**src/rtl/fetch_unit_if.sv**
```systemverilog
// Instruction-memory request/response bundle between fetch_unit and imem.
// The master side issues requests, and the slave side returns ack and rdata.
interface fetch_unit_if;
    logic        imem_req;
    logic [31:0] imem_addr;
    logic        imem_ack;
    logic [31:0] imem_rdata;

    modport master (output imem_req, imem_addr, input imem_ack, imem_rdata);
    modport slave  (input imem_req, imem_addr, output imem_ack, imem_rdata);
endinterface

```
**src/rtl/fetch_unit.sv**
```systemverilog
// Instruction fetch stage: holds the PC, fetches over req/ack and waits for commit.
// Optional FETCH_PERF_CNT_EN adds saturating instr_count/stall_count outputs.
module fetch_unit #(
    parameter logic [31:0] RESET_PC = 32'h0000_0000
) (
    input  logic                clk,
    input  logic                reset,
    fetch_unit_if.master        imem,
    output logic [31:0]         instr,
    output logic [5:0]          opcode,
    output logic                instr_valid,
    output logic [31:0]         pc,
    output logic [31:0]         pc_plus4,
    input  logic                commit,
    input  logic                branch,
    input  logic                zero,
    input  logic                halt,
    output logic                halted
`ifdef FETCH_PERF_CNT_EN
    ,
    output logic [31:0]         instr_count,
    output logic [31:0]         stall_count
`endif
);

    typedef enum logic [1:0] {
        FETCH  = 2'd0,
        EXEC   = 2'd1,
        HALTED = 2'd2
    } state_t;

    localparam logic [31:0] RESET_PC_ALIGNED = {RESET_PC[31:2], 2'b00};

    state_t      state;
    logic [31:0] branch_off;
    logic [31:0] branch_target;

    assign pc_plus4      = pc + 32'd4;
    assign branch_off    = {{14{instr[15]}}, instr[15:0], 2'b00};
    assign branch_target = pc_plus4 + branch_off;
    assign opcode        = instr[31:26];

    assign instr_valid    = (state == EXEC);
    assign halted         = (state == HALTED);
    // Gated by reset so no request leaves while the memory itself is held in reset.
    assign imem.imem_req  = (state == FETCH) && !reset;
    assign imem.imem_addr = pc;

    // NOTE: sequential state uses non-blocking assignments so every register
    // samples pre-edge values, regardless of statement order.
    always_ff @(posedge clk) begin
        if (reset) begin
            state <= FETCH;
            pc    <= RESET_PC_ALIGNED;
            instr <= '0;
        end else begin
            case (state)
                FETCH: begin
                    if (imem.imem_ack) begin
                        instr <= imem.imem_rdata;
                        state <= EXEC;
                    end
                end
                EXEC: begin
                    if (commit) begin
                        if (halt) begin
                            state <= HALTED;
                        end else begin
                            pc    <= (branch && zero) ? branch_target : pc_plus4;
                            state <= FETCH;
                        end
                    end
                end
                HALTED: state <= HALTED;
                default: state <= FETCH;
            endcase
        end
    end

`ifdef FETCH_PERF_CNT_EN
    always_ff @(posedge clk) begin
        if (reset) begin
            instr_count <= '0;
            stall_count <= '0;
        end else begin
            if ((state == EXEC) && commit && !halt && (instr_count != '1))
                instr_count <= instr_count + 32'd1;
            if ((state == FETCH) && !imem.imem_ack && (stall_count != '1))
                stall_count <= stall_count + 32'd1;
        end
    end
`endif

endmodule

```
**src/flat_wrapper.sv**
```systemverilog
// flat-port wrapper written by rule: the top's interface ports become plain ports
module fetch_unit_flat 
#(
    parameter logic [31:0] RESET_PC = 32'h0000_0000
)
  (clk, reset, instr, opcode, instr_valid, pc, pc_plus4, commit, branch, zero, halt, halted, imem_imem_req, imem_imem_addr, imem_imem_ack, imem_imem_rdata);
  fetch_unit_if imem_i ();
  input  logic clk;
  input  logic reset;
  output logic [31:0] instr;
  output logic [5:0] opcode;
  output logic instr_valid;
  output logic [31:0] pc;
  output logic [31:0] pc_plus4;
  input  logic commit;
  input  logic branch;
  input  logic zero;
  input  logic halt;
  output logic halted;
  output wire logic [$bits(imem_i.imem_req)-1:0] imem_imem_req;
  output wire logic [$bits(imem_i.imem_addr)-1:0] imem_imem_addr;
  input wire logic [$bits(imem_i.imem_ack)-1:0] imem_imem_ack;
  input wire logic [$bits(imem_i.imem_rdata)-1:0] imem_imem_rdata;
  assign imem_imem_req = imem_i.imem_req;
  assign imem_imem_addr = imem_i.imem_addr;
  assign imem_i.imem_ack = imem_imem_ack;
  assign imem_i.imem_rdata = imem_imem_rdata;
  fetch_unit #(.RESET_PC(RESET_PC)) u_core (.clk(clk), .reset(reset), .imem(imem_i), .instr(instr), .opcode(opcode), .instr_valid(instr_valid), .pc(pc), .pc_plus4(pc_plus4), .commit(commit), .branch(branch), .zero(zero), .halt(halt), .halted(halted));
endmodule
```
**config.mk**
```make
export PLATFORM = sky130hd
export DESIGN_NAME = fetch_unit_flat
export DESIGN_NICKNAME = d
export VERILOG_FILES = /design/src/rtl/fetch_unit_if.sv /design/src/rtl/fetch_unit.sv /design/src/flat_wrapper.sv
export SDC_FILE = /design/constraint.sdc
export NUM_CORES = 1
export LEC_CHECK = 0
export CAP_MARGIN = 20
export CORE_MARGIN = 2
export CORE_UTILIZATION = 40
export DETAILED_ROUTE_END_ITERATION = 16
export GPL_ROUTABILITY_DRIVEN = 0
export GPL_TIMING_DRIVEN = 0
export PLACE_DENSITY = 0.71
export SYNTH_ARGS = -nofsm -noshare
export SYNTH_HDL_FRONTEND = slang
export SYNTH_SLANG_ARGS = --single-unit
```
**constraint.sdc**
```tcl
create_clock -name clk -period 8 [get_ports clk]
set_input_delay 0.8 -clock clk [delete_from_list [all_inputs] [get_ports clk]]
set_output_delay 0.8 -clock clk [all_outputs]
set_load 0.005 [all_outputs]
```
# --- Yosys cells after proc, flatten, opt, wreduce, memory -nomap -nowiden ---
# Index checks and enable logic that the tools add are counted.
word_totals:
  in_bits: 39
  elab_cells: 22
  out_inout_bits: 137
  ff_bits: 66
classes:
  n_mux: 5
  reduce_logical: 7
  n_eq_ne: 4
  bitwise: 1
  add_sub_neg: 2
op_table:
  columns: ["op", "count"]
  rows:
  - ["$add A32 B3 Y32 const B", 1]
  - ["$add A32 B32 Y32", 1]
  - ["$mux W32", 1]
  - ["$mux W2", 3]
  - ["$pmux W2 S3", 1]
  - ["$reduce_and A2 Y1", 2]
  - ["$reduce_and A3 Y1", 1]
  - ["$eq A2 B1 Y1 const B", 1]
  - ["$eq A2 B2 Y1 const B", 1]
  - ["$logic_and A1 B1 Y1", 2]
  - ["$logic_not A2 Y1", 1]
  - ["$ne A2 B1 Y1 const B", 1]
  - ["$ne A2 B2 Y1 const B", 1]
  - ["$logic_not A1 Y1", 1]
  - ["$not A1 Y1", 1]

# --- Depth between registers and ports, before layout ---
# Gate-level depths: netlist (run 1).
depth:
  word_depth: 3
  depth_mapped: 15
  depth_no_buf: 15

# --- Worst setup path before layout (run 1) ---
# OpenSTA, ideal clock, no wires.
synth_timing:
  kind: "register to register"
  from: "register u_core.pc[2] (netlist: u_core.imem.imem_addr[2])"
  to: "register u_core.pc[29] (netlist: u_core.imem.imem_addr[29])"
  setup_time_ns: 0.074
  n_path_buf: 0
  synth_period_minus_slack_ns: 3.719
  t_arrival_ns: 3.645
  slack_ns: 4.281
  required_ns: 7.926
  stages_incl_launch_ff: 15
  path_cell_list: "dfxtp_1 > ha_1 > nand3_1 > nor4_2 > nand3_1 > xnor2_1 > ha_1 > and3_1 > and2_1 > a22o_4 > o41ai_4 > o21ai_2 > a221oi_2 > nand4_1 > a31oi_1"
synth_between:
  elab_chain_len: 3
synth_lines:
  columns: ["element", "line_no", "source"]
  rows:
  - ["start, declared", "fetch_unit.sv:12", "output logic [31:0] pc,"]
  - ["start signal, assigned", "fetch_unit.sv:69", "pc <= (branch && zero) ? branch_target : pc_plus4;"]
  - ["$add A32 B3 Y32", "fetch_unit.sv:38", "assign pc_plus4 = pc + 32'd4;"]
  - ["named net pc_plus4[14]", "flat_wrapper.sv:14", "output logic [31:0] pc_plus4;"]
  - ["$add A32 B32 Y32", "fetch_unit.sv:40", "assign branch_target = pc_plus4 + branch_off;"]
  - ["$mux W32", "fetch_unit.sv:69", null]
# The timed path passes the listed nets, and every way through them passes these cells.
# A chain may end at the register's enable or synchronous reset.

# --- Worst setup path in the final report (run 1) ---
layout_timing:
  from: "register u_core.pc[2] (netlist: u_core.imem.imem_addr[2])"
  to: "register u_core.pc[31] (netlist: u_core.imem.imem_addr[31])"
layout_between:
  elab_chain_len: 3
layout_lines:
  columns: ["element", "line_no"]
  rows:
  - ["$add A32 B3 Y32 *", "fetch_unit.sv:38"]
  - ["$add A32 B32 Y32", "fetch_unit.sv:40"]
  - ["$mux W32 *", "fetch_unit.sv:69"]
# Mark *: on every way between the ends. The rest lies on a longest branch, timed or not.

==> metrics, run 1 <==
GRT met1 Usage=31.0%; CP Max Fanout=8; Final Hold Vio Count=0; CP endpoint kind=flop; met3 usage=6.27%; Final nets=967; clk_skew=0.00848 ns; headroom to the max-slew limit=32.4%; # DRC=0; Rows=42; critical path startpoint category=flop; CTS Hold Bufs=0; r2r startpoint=u_core.imem.imem_addr[2]; post-route setup TNS=0 ns; mean routed wirelength per cell=15.6 um; number of enable flip-flop cells after synthesis=0; Max Slew Vio Count=0; DRT iter0 DRCs=463; mapped cell area=5290 um^2; DPL Wire Length=13.0 mm; IO buf count=169; Bufs on Longest Clock Path=2; synthesis-stage register bit count=64; share of post-route cells with drive strength above 1=9.93%; Total GRT Usage=23.4%; CP Data Arrival Time=4.86 ns; crit-path cells=ha_1 -> nand3_1 -> nor4_2 -> nand3_1 -> xnor2_1 -> ha_1 -> nand2_1 -> o21ai_0 -> o211ai_2 -> a311oi_1 -> o21ai_0 -> o2bb2ai_1 -> o2111ai_1; pwr/cell area=130 nW/um^2; kind of critical path=reg -> reg; upper clock frequency limit=217 MHz; RSZ-0062 raised after global routing=false; Required @ worst endpoint=8.25 ns; Peak VDD IR=0.000104 V; worst setup path end=u_core.imem.imem_addr[31]; clk_lat worst skew=0.33 ns; CP startpoint=u_core.imem.imem_addr[2]; first-pass GRT wire length=26.7 mm; async set-or-reset flop fraction in the synthesized netlist=0%; yosys warns=0; DRT Pass-1 Iters=5; Worst Hold Class=reg -> reg; Chip Width=119 um; post-CTS sizing=0; commonest non-fill, non-tap cell in the layout=clkdlybuf4s50_1; initial antenna violation count=0; Die Ht=119 um; Slew @ Worst Pin=1.01 ns; Max Cap Violations=0; sequential element share of the synthesized area=24.2%; Max stage delay cell, worst path=nor4_2; Area Growth Syn to Fin=42.6%; R2R Setup Slk=3.39 ns; TritonCTS buffer count=9; CTS tree=done; Root Buffer=clkbuf_16; ant diodes=0; post-synth cell types=68; vias in the first global route=5246; Routed WL=16.8 mm; Post-CTS Setup Bufs=0; crit-path max cell delay=0.75 ns; Pleak=0.00306 uW; core area=13100 um^2; Initial Utilization=40.4%; Boundary Pins=176; worst path bufs/invs=0; drt via density=5.28; Clk pin slew, worst setup/hold paths=0.06 ns; GR Overflow Total=0; endpoints failing setup=0; top_reg_cell synth=dfxtp_1; CP delay by family, top=compound AO/OA/AOI/OAI gates; H-tree depth=3; die area=14200 um^2; final design utilization=57.6%; routed via count=5661; clk sink count=64; syn avg cell area=7.49 um^2; post-route clock period utilization=57.6%; WP depth=13; pin count of the biggest net entering global routing=24; busiest grt layer=met2; Tmin final=4.61 ns; Cells after Synth=706; Worst Hold Depth=2; Crit Reg-Reg Endpoint=u_core.imem.imem_addr[31]; M2 GR Usage=37.7%; Worst Reg2Reg Path Length in Cells=13; status=complete, no violations; most frequent cells in the layout=clkdlybuf4s50_1, nand2_1, a21oi_1; post-route ant nets=0
==> power breakdown <==
part / total, uW / internal (uW) / leakage (uW) / switching (uW)
Combinational: 195 / 104 / 0.00239 / 91.2
Clock: 430 / 281 / 0.000152 / 149
Sequential: 353 / 334 / 0.000522 / 19.0
Total: 978 / 719 / 0.00306 / 259
==> worst register-to-register path: stages, from the launching register on <==
cell       delay [ns]
dfxtp_1          0.46
ha_1             0.30
nand3_1          0.24
nor4_2           0.75
nand3_1          0.18
xnor2_1          0.20
ha_1             0.42
nand2_1          0.08
o21ai_0          0.64
o211ai_2         0.23
a311oi_1         0.50
o21ai_0          0.21
o2bb2ai_1        0.21
o2111ai_1        0.10
==> state kept, by name, indices dropped and copies added, names as in the netlist <==
| name | flops |
|---|---|
| u_core.imem.imem_addr | 30 |
| u_core.instr | 32 |
| u_core.state | 2 |
==> layer usage <==
metal / vias up / part of all wire (%)
li1: 2847 / -
met1: 2599 / 44
met2: 203 / 47
met3: 12 / 8.6
met4: 0 / 0.98
met5: - / 0
==> area by class of cell <==
class	instances	area, um^2
Fill cell	1253	5540
Multi-Input combinational cell	556	3510
Timing Repair Buffer	169	1690
Sequential cell	64	1280
Buffer	80	475
Clock buffer	11	243
Tap cell	176	220
Clock inverter	5	80.1
Inverter	11	41.3
==> through the flow <==
step / cells / total power [uW] / area (um^2) / hold slack (ns) / worst slack [ns]
finish: 1072 / 978 / 7540 / 0.454 / 3.39
global route: 1072 / 1020 / 7540 / 0.490 / 2.98
CTS: 1072 / 982 / 7540 / 0.453 / 3.47
detailed placement: 1056 / 554 / 7220 / 0.447 / 3.50
global placement: 1056 / 553 / 7220 / 0.440 / 3.48
floorplan: 711 / 456 / 5310 / 0.453 / 4.28
==> kinds of logic (layout without fill, tap and decap cells) <==
group,Yosys count,count (layout),share of synthesized area (%)
DFF,64,64,24.2
AOI/OAI and AO/OA,203,203,24.5
xor gates and xnor gates,51,51,8.45
other,1,6,0.0709
adders and majority gates,37,37,8.90
muxes,3,3,0.591
buffers and inverters,91,276,9.77
and+or+nand+nor,256,256,23.5
==> Yosys cell counts, types with 11 or more instances <==
master	count	area (um^2)
o21ai_0	32	160
clkbuf_1	24	90.1
nor2_1	46	173
nor3_1	14	70.1
nand3_1	22	110
a21o_1	20	150
nand2_1	117	439
ha_1	36	450
inv_1	11	41.3
xor2_1	19	166
buf_4	42	315
dfxtp_1	64	1280
a21oi_1	88	440
xnor2_1	32	280
==> worst min-delay path by stage <==
stage	start	slack [ns]	end
2_1_floorplan	u_core.instr[16]	0.45	u_core.instr[16]
3_3_place_gp	u_core.instr[20]	0.44	u_core.instr[20]
3_5_place_dp	u_core.instr[20]	0.45	u_core.instr[20]
4_1_cts	u_core.instr[20]	0.45	u_core.instr[20]
5_1_grt	u_core.instr[26]	0.49	u_core.instr[26]
6_report	u_core.instr[20]	0.45	u_core.instr[20]
No activity file was read; power rests on OpenSTA's default activity.
==> run 2: changes to the inputs <==
==> constraint.sdc (replaced) <==
create_clock -name clk -period 4.25 [get_ports clk]
set_input_delay 0.425 -clock clk [delete_from_list [all_inputs] [get_ports clk]]
set_output_delay 0.425 -clock clk [all_outputs]
set_load 0.005 [all_outputs]
==> run 2 against run 1 <==
Effect of this change: fmax increased by 14%; worst setup slack worse by 3.2 ns; clock-buffer cell count stayed put; hold slack unchanged; critical endpoint is now u_core.imem.imem_addr[27]; largest power group unchanged; largest cell class unchanged; global-route usage about the same; first-iteration DRC count down 16%.
==> metrics, run 2 (synthesis results as in run 1) <==
status=complete, no violations; mean routed wirelength per cell=15.7 um; final design utilization=58.4%; r2r startpoint=u_core.imem.imem_addr[2]; crit-path max cell delay=0.46 ns; Routed WL=16.9 mm; most frequent cells in the layout=clkdlybuf4s50_1, nand2_1, a21oi_1; Pleak=0.00313 uW; Worst Reg2Reg Path Length in Cells=15; DPL Wire Length=13.0 mm; crit-path cells=ha_2 -> nand3_2 -> nor4_4 -> buf_4 -> nand3_1 -> xnor2_2 -> ha_1 -> and3_1 -> and2_1 -> a22o_4 -> o211ai_2 -> a31oi_1 -> a21boi_0 -> xor2_1 -> o22ai_1; Chip Width=119 um; headroom to the max-slew limit=31.7%; upper clock frequency limit=247 MHz; worst path bufs/invs=1; Worst Hold Class=reg -> reg; endpoints failing setup=0; Crit Reg-Reg Endpoint=u_core.imem.imem_addr[27]; Peak VDD IR=0.000194 V; CTS Hold Bufs=0; share of post-route cells with drive strength above 1=11.8%; initial antenna violation count=0; hold path endpoint=u_core.instr[20]; Max Slew Vio Count=0; Max Cap Violations=0; Rows=42; H-tree depth=3; core area=13100 um^2; Fillers=1238; commonest non-fill, non-tap cell in the layout=clkdlybuf4s50_1; Tmin final=4.04 ns; CTS tree=done; TritonCTS buffer count=9; first-pass GRT wire length=26.8 mm; Initial Utilization=40.4%; Bufs on Longest Clock Path=2; CP Max Fanout=7; Largest register FFs=32; Worst Hold Depth=2; area of the multi-input gates=3560 um^2; Max stage delay cell, worst path=dfxtp_1; setup ws final=0.208 ns; # DRC=0; critical path startpoint category=flop; non-filler cells, final=1078; Total GRT Usage=23.4%; CP endpoint kind=flop; vias in the first global route=5261; CP startpoint=u_core.imem.imem_addr[2]; Place WS=-0.255 ns; clk_lat worst skew=0.33 ns; DRT iter0 DRCs=389; placed cell count=1056; die area=14200 um^2; pwr/cell area=241 nW/um^2; post-route clock period utilization=95.1%; clk sink count=64; Die Ht=119 um; ant diodes=0; GR Overflow Total=0; IO buf count=169; routed via count=5782; kind of critical path=reg -> reg; Overall Power=1840 uW; Area Growth Syn to Fin=44.5%; Slew @ Worst Pin=1.02 ns; R2R Setup Slk=0.21 ns; register area=1280 um^2; Final nets=973; register bank with the most flops=u_core.instr; CP Data Arrival Time=4.23 ns; post-route ant nets=0; clk_skew=0.00811 ns; Required @ worst endpoint=4.43 ns; Hold Startpoint=u_core.instr[20]; Root Buffer=clkbuf_16; Final Hold Vio Count=0; DRT Pass-1 Iters=5; drt via density=5.36; pin count of the biggest net entering global routing=24; Clk pin slew, worst setup/hold paths=0.06 ns; CP delay by family, top=compound AO/OA/AOI/OAI gates; Boundary Pins=176
run 2: per-layer routing:
| layer | share of wire [%] | global-route usage, % | vias up |
|---|---|---|---|
| met5 | 0 | 0 | - |
| met3 | 8.7 | 6.42 | 25 |
| met2 | 46 | 37.6 | 237 |
| met4 | 1.6 | 6.03 | 0 |
| li1 | - | - | 2862 |
| met1 | 44 | 31.0 | 2658 |
run 2: cell type report:
type | instances | share of cell area (%)
Buffer | 80 | 6.22
Tap cell | 176 | 2.88
Clock buffer | 11 | 3.18
Timing Repair Buffer | 175 | 22.7
Multi-Input combinational cell | 556 | 46.6
Clock inverter | 5 | 1.05
Sequential cell | 64 | 16.8
Inverter | 11 | 0.540
run 2: power breakdown:
group	switching (uW)	internal, uW	total [uW]
Clock	280	528	808
Sequential	36.0	629	665
Combinational	173	196	369
run 2: tightest hold or removal path, stage by stage, from the launching register on:
cell and delay (ns):
dfxtp_1 0.30, nand2_1 0.05, a21oi_1 0.05
run 2: per-stage QoR:
stage | hold slack (ns) | instance area [um^2] | TNS (ns)
floorplan | 0.453 | 5310 | 0
CTS | 0.453 | 7550 | 0
global placement | 0.440 | 7220 | -0.587
global route | 0.490 | 7640 | -0.0222
finish | 0.454 | 7640 | 0
detailed placement | 0.447 | 7220 | -0.637
run 2: how the worst max path moves through the flow:
stage | cells past startpoint | to | slack (ns)
2_1_floorplan | 14 | u_core.imem.imem_addr[29] | 0.53
3_3_place_gp | 13 | u_core.imem.imem_addr[31] | -0.27
3_5_place_dp | 13 | u_core.imem.imem_addr[31] | -0.25
4_1_cts | 14 | u_core.imem.imem_addr[27] | 0.008
5_1_grt | 15 | u_core.imem.imem_addr[27] | -0.02
6_report | 15 | u_core.imem.imem_addr[27] | 0.21
run 2: timing repair:
action | in CTS | in global routing
gates resized for setup | 2 | 11
buffers inserted | 0 | 6
endpoints found under the setup margin | 4 | 11
pin swaps | 0 | 2
